**config.mk**
```make
export PLATFORM = sky130hd
export DESIGN_NAME = sc_regbackg_bank
export DESIGN_NICKNAME = d
export VERILOG_FILES = /design/src/rtl/sc_regbackg_bank.sv
export SDC_FILE = /design/constraint.sdc
export NUM_CORES = 1
export LEC_CHECK = 0
export CORE_UTILIZATION = 45
export CTS_CLUSTER_SIZE = 8
export DETAILED_ROUTE_END_ITERATION = 12
export GPL_TIMING_DRIVEN = 1
export MAX_ROUTING_LAYER = met4
export PLACE_DENSITY = 0.75
export SYNTH_ARGS = -nofsm -noshare
export SYNTH_HDL_FRONTEND = slang
export SYNTH_SLANG_ARGS = --single-unit
```
**constraint.sdc**
```tcl
create_clock -name SC_RegBACKGTYPE_CLOCK_50 -period 2.5 [get_ports SC_RegBACKGTYPE_CLOCK_50]
set_input_delay 0.5 -clock SC_RegBACKGTYPE_CLOCK_50 [delete_from_list [all_inputs] [get_ports SC_RegBACKGTYPE_CLOCK_50]]
set_output_delay 0.5 -clock SC_RegBACKGTYPE_CLOCK_50 [all_outputs]
set_load 0.01 [all_outputs]
```
**src/rtl/sc_regbackg_bank.sv**
```systemverilog
// Frogger playfield background bank: ROWS rotating lane patterns with per-lane
// speed/direction and a sequential per-level reload FSM.
module sc_regbackg_bank #(
  parameter int DATAWIDTH = 8,
  parameter int ROWS = 4,
  parameter int LEVELS = 4,
  parameter logic [LEVELS*ROWS*DATAWIDTH-1:0] LEVEL_INIT = '0,
  parameter logic [ROWS-1:0] ROW_DIR = '0,
  parameter logic [ROWS*4-1:0] ROW_PERIOD = '0,
  localparam int LVLW = (LEVELS > 1) ? $clog2(LEVELS) : 1,
  localparam int RW = (ROWS > 1) ? $clog2(ROWS) : 1
) (
  input  logic                      SC_RegBACKGTYPE_CLOCK_50,
  input  logic                      SC_RegBACKGTYPE_RESET_InHigh,
  input  logic                      clear_InLow,
  input  logic                      level_load_InLow,
  input  logic [LVLW-1:0]           level_In,
  input  logic                      wr_InLow,
  input  logic [RW-1:0]             wr_row_In,
  input  logic [DATAWIDTH-1:0]      data_InBUS,
  input  logic                      shift_tick_In,
  output logic [ROWS*DATAWIDTH-1:0] data_OutBUS,
  output logic [LVLW-1:0]           level_Out,
  output logic                      busy_Out,
  output logic                      done_Out
);

  typedef enum logic [1:0] {
    IDLE = 2'd0,
    LOAD = 2'd1,
    DONE = 2'd2
  } state_t;

  state_t              state, stateNext;
  logic [RW-1:0]       idx, idxNext;
  logic [LVLW-1:0]     levelReg, levelNext;
  logic                busyReg, doneReg;
  logic                loadEn, idleEn, zeroCnt;
  logic [DATAWIDTH-1:0] lane [ROWS];
  logic [3:0]          cnt [ROWS];
  logic [ROWS-1:0]     rotHit;

  function automatic logic [LVLW-1:0] clampLevel(input logic [LVLW-1:0] l);
    if (int'(l) > LEVELS - 1)
      return LVLW'(LEVELS - 1);
    return l;
  endfunction

  function automatic logic [DATAWIDTH-1:0] initLane(input logic [LVLW-1:0] l, input int r);
    return LEVEL_INIT[(int'(l) * ROWS + r) * DATAWIDTH +: DATAWIDTH];
  endfunction

  function automatic logic [DATAWIDTH-1:0] rotLane(input logic [DATAWIDTH-1:0] v, input logic left);
    if (left)
      return {v[DATAWIDTH-2:0], v[DATAWIDTH-1]};
    return {v[0], v[DATAWIDTH-1:1]};
  endfunction

  always_ff @(posedge SC_RegBACKGTYPE_CLOCK_50 or posedge SC_RegBACKGTYPE_RESET_InHigh) begin
    if (SC_RegBACKGTYPE_RESET_InHigh) begin
      state    <= IDLE;
      idx      <= '0;
      levelReg <= '0;
      busyReg  <= 1'b0;
      doneReg  <= 1'b0;
    end else begin
      state    <= stateNext;
      idx      <= idxNext;
      levelReg <= levelNext;
      // Status flags trail the state by one edge; a clear suppresses any pending pulse.
      busyReg  <= clear_InLow && (state != IDLE);
      doneReg  <= clear_InLow && (state == DONE);
    end
  end

  always_comb begin
    stateNext = state;
    idxNext   = idx;
    levelNext = levelReg;
    loadEn    = 1'b0;
    idleEn    = 1'b0;
    zeroCnt   = 1'b0;
    if (!clear_InLow) begin
      stateNext = IDLE;
      idxNext   = '0;
    end else begin
      case (state)
        IDLE: begin
          idleEn = 1'b1;
          if (!level_load_InLow) begin
            levelNext = clampLevel(level_In);
            idxNext   = '0;
            stateNext = LOAD;
          end
        end
        LOAD: begin
          loadEn  = 1'b1;
          idxNext = idx + RW'(1);
          if (int'(idx) == ROWS - 1)
            stateNext = DONE;
        end
        DONE: begin
          zeroCnt   = 1'b1;
          stateNext = IDLE;
        end
        default: stateNext = IDLE;
      endcase
    end
  end

  always_comb begin
    for (int r = 0; r < ROWS; r++)
      rotHit[r] = shift_tick_In && (cnt[r] == ROW_PERIOD[r*4 +: 4]);
  end

  always_ff @(posedge SC_RegBACKGTYPE_CLOCK_50 or posedge SC_RegBACKGTYPE_RESET_InHigh) begin
    if (SC_RegBACKGTYPE_RESET_InHigh) begin
      for (int r = 0; r < ROWS; r++) begin
        lane[r] <= '0;
        cnt[r]  <= '0;
      end
    end else begin
      for (int r = 0; r < ROWS; r++) begin
        if (!clear_InLow) begin
          lane[r] <= initLane(levelReg, r);
          cnt[r]  <= '0;
        end else if (loadEn) begin
          if (int'(idx) == r)
            lane[r] <= initLane(levelReg, r);
        end else if (zeroCnt) begin
          cnt[r] <= '0;
        end else if (idleEn) begin
          if (shift_tick_In)
            cnt[r] <= rotHit[r] ? 4'd0 : cnt[r] + 4'd1;
          // A direct write wins over rotation, but the divider still advances.
          if (!wr_InLow && int'(wr_row_In) == r)
            lane[r] <= data_InBUS;
          else if (rotHit[r])
            lane[r] <= rotLane(lane[r], ROW_DIR[r]);
        end
      end
    end
  end

  for (genvar g = 0; g < ROWS; g++) begin : g_out
    assign data_OutBUS[g*DATAWIDTH +: DATAWIDTH] = lane[g];
  end

  assign level_Out = levelReg;
  assign busy_Out  = busyReg;
  assign done_Out  = doneReg;

endmodule

```
==> impl_metrics.py <==
metrics = {
    "outcome": {
        "status": "finished, final reports clean",
    },
    "clock_network": {
        "cts_setup_buffers": 0,
        "postCtsResizedCells": 0,
        "root_buffer": "clkbuf_8",
        "clock_path_buffers": 2,
        "holdBufCountCts": 0,
        "numCtsBuffers": 5,
        "clk_pin_slew_ps": 110,
        "cts.sinks": 56,
        "htree_levels": 2,
        "clock_latency_ps": 320,
        "cts_tree": "built",
    },
    "place": {
        "io_buffers": 53,
        "dpl.hpwl_um": 4900,
        "routabilityCongestion": 0.857,
    },
    "global_routing": {
        "grt_pass1_wl_um": 10900,
        "grtUsageMet2": 0.340,
        "grtUsageMet1": 0.307,
        "met3_usage": 0.0352,
        "grt_pass1_vias": 2247,
        "track_usage": 0.224,
        "antenna_found_initial": 0,
        "grt-ovfl-total": 0,
        "busiest_layer": "met2",
        "grt_max_degree": 48,
    },
    "logic_synthesis": {
        "yosysWarnings": 0,
        "syn-cell-area_mm2": 0.00291,
        "netlist.area_leader.share": 0.481,
        "synthTopCellsByArea": "dfrtp_1, mux2i_1, o2bb2ai_1, ha_1, o21ai_0",
        "yosys.area.top_type": "dfrtp_1",
        "yosysSeqAreaShare": 0.481,
        "synthCells": 272,
        "ys_ff_latch": 56,
        "syn_nets": 302,
        "yosysUniqueCellTypes": 38,
        "synth_area_per_cell_um2": 10.7,
    },
    "die": {
        "initial_utilization": 0.478,
        "die_w_um": 82.5,
        "ios": 54,
        "design.die.area_mm2": 0.00680,
        "die_h_um": 82.5,
        "core_area_mm2": 0.00610,
        "placementRows": 28,
    },
    "sta": {
        "fin_skew_ps": 15.8,
        "fmax_ghz": 0.498,
        "relSlewSlack": 0.580,
        "setup_viol": 0,
        "worstMarginPinSlew_ps": 621,
        "slew_viol_final": 0,
        "fin_crit_sh": 0.802,
        "period_needed_ps": 2010,
        "grt_setup_unrepaired": "false",
        "fin_tns_setup_ps": 0,
        "hold_viol_final": 0,
    },
    "critical_path": {
        "cp_max_fo": 12,
        "path_cells": "clkdlybuf4s50_1 -> buf_4 -> o21a_1 -> a311o_1 -> o31ai_1",
        "worstSetupEndpointType": "flop",
        "cp_top_family": "compound AO/OA/AOI/OAI gates",
        "startpoint_type": "input port",
        "path_class": "in -> reg",
        "slowest_delay_ps": 530,
        "cp_num_buf_inv": 2,
        "required_ps": 2700,
        "critPathArrivalTime_ps": 2200,
        "slowest_stage": "clkdlybuf4s50_1",
    },
    "power_and_ir_drop": {
        "worst_ir_drop_vdd_mv": 0.321,
        "total_power_uw": 1870,
        "p_per_area_mw_per_mm2": 510,
        "p_leak_uw": 0.00149,
    },
    "drt": {
        "drtIter0Drc": 106,
        "ant_nets": 0,
        "wl_per_cell_um": 16.7,
        "first_pass_iters": 4,
        "drc": 0,
        "vias": 2267,
        "routed_via_density": 5.61,
        "routed_wirelength_um": 6740,
    },
    "hold_path": {
        "min_path_type": "in -> async",
    },
    "cells_and_area": {
        "syn_to_final_growth_pct": 25.7,
        "fin_nets": 358,
        "drive_above_1_share": 0.0821,
        "n_antenna_cell": 0,
    },
    "job": {
        "cap_violations": 0,
    },
}
-- cells in the final DEF (no fill, tap or decap), drive strengths merged, types with 2 or more instances in the layout --
cell,n
nor3,2
o221ai,2
o21ai,31
buf,7
ha,12
and4,3
dfrtp,56
nor2b,2
and4bb,2
clkbuf,6
mux2i,32
o31ai,2
nand2,33
a21oi,6
nor3b,4
o311ai,4
o2bb2ai,18
inv,14
nand3b,6
nand3,4
nand2b,6
clkdlybuf4s50,53
nor2,9
mux2,3
a31o,2
-- worst paths after layout --
path | start | to | slack [ps] | depth (start not counted)
worst min register to register | cnt[15] | cnt[15] | 520 | 1
max in group asynchronous | SC_RegBACKGTYPE_RESET_InHigh | cnt[11] | 1550 | 3
worst max-delay path | clear_InLow | cnt[7] | 490 | 5
worst max register to register | state[0] | cnt[7] | 540 | 4
min in group SC_RegBACKGTYPE_CLOCK_50 | cnt[15] | cnt[15] | 520 | 1
worst min-delay path | SC_RegBACKGTYPE_RESET_InHigh | data_OutBUS[1] | 410 | 2
-- cells in the mapped netlist (all sizes together) --
| library cell | n |
|---|---|
| and2 | 1 |
| o21a | 1 |
| and3b | 1 |
| nor3 | 2 |
| ha | 12 |
| mux2 | 3 |
| o41ai | 1 |
| a21oi | 6 |
| buf | 9 |
| o21ai | 31 |
| clkbuf | 2 |
| inv | 13 |
| a41oi | 1 |
| a311o | 1 |
| a31o | 2 |
| nor3b | 4 |
| nand3b | 6 |
| nand2b | 6 |
| a22o | 1 |
| nand3 | 4 |
| nand4 | 1 |
| o2bb2ai | 18 |
| o31ai | 2 |
| nor2b | 2 |
| dfrtp | 56 |
| and4 | 3 |
| mux2i | 32 |
| and4bb | 2 |
| nor2 | 9 |
| nand2 | 33 |
| a31oi | 1 |
| o221ai | 2 |
| o311ai | 4 |
-- cells by family (layout without fill, tap and decap cells) --
logic type	after synthesis	in the layout	synth area share
compound gates	71	71	0.177
fa+ha+maj	12	12	0.0515
buf+inv	24	81	0.0348
flops	56	56	0.481
mux	35	35	0.122
simple gates	74	74	0.134
-- power by group --
group          switching, uW  internal (uW)
combinational            160            134
sequential              31.4            937
clock                    303            303
total                    494           1370
-- final cells by class --
cell class | count | area (um^2)
Clock buffer | 6 | 72.6
Clock inverter | 2 | 38.8
Fill cell | 528 | 2430
Inverter | 13 | 48.8
Multi-Input combinational cell | 192 | 1410
Sequential cell | 56 | 1400
Tap cell | 75 | 93.8
Timing Repair Buffer | 60 | 596
-- per-stage QoR --
step	setup WS [ps]	hold WS, ps	instance area, um^2	cells	util
final	494	406	3660	404	0.601
after global routing	356	428	3660	404	0.601
after CTS	466	416	3660	404	0.601
after detailed placement	174	500	3550	396	0.582
after global placement	261	490	3550	396	0.582
after floorplan	629	458	2910	272	-
-- flip-flops by register name (all words and copies together), names as in the netlist --
register	flops
cnt	16
idx	2
level_Out	2
done_Out	1
busy_Out	1
data_OutBUS	32
state	2
-- routing by layer --
metal | up-vias | wire (um)
met5 | - | 0
met4 | 0 | 70
met3 | 6 | 310
met2 | 55 | 3160
met1 | 1102 | 3200
li1 | 1104 | -
No activity file was read; power rests on OpenSTA's default activity.
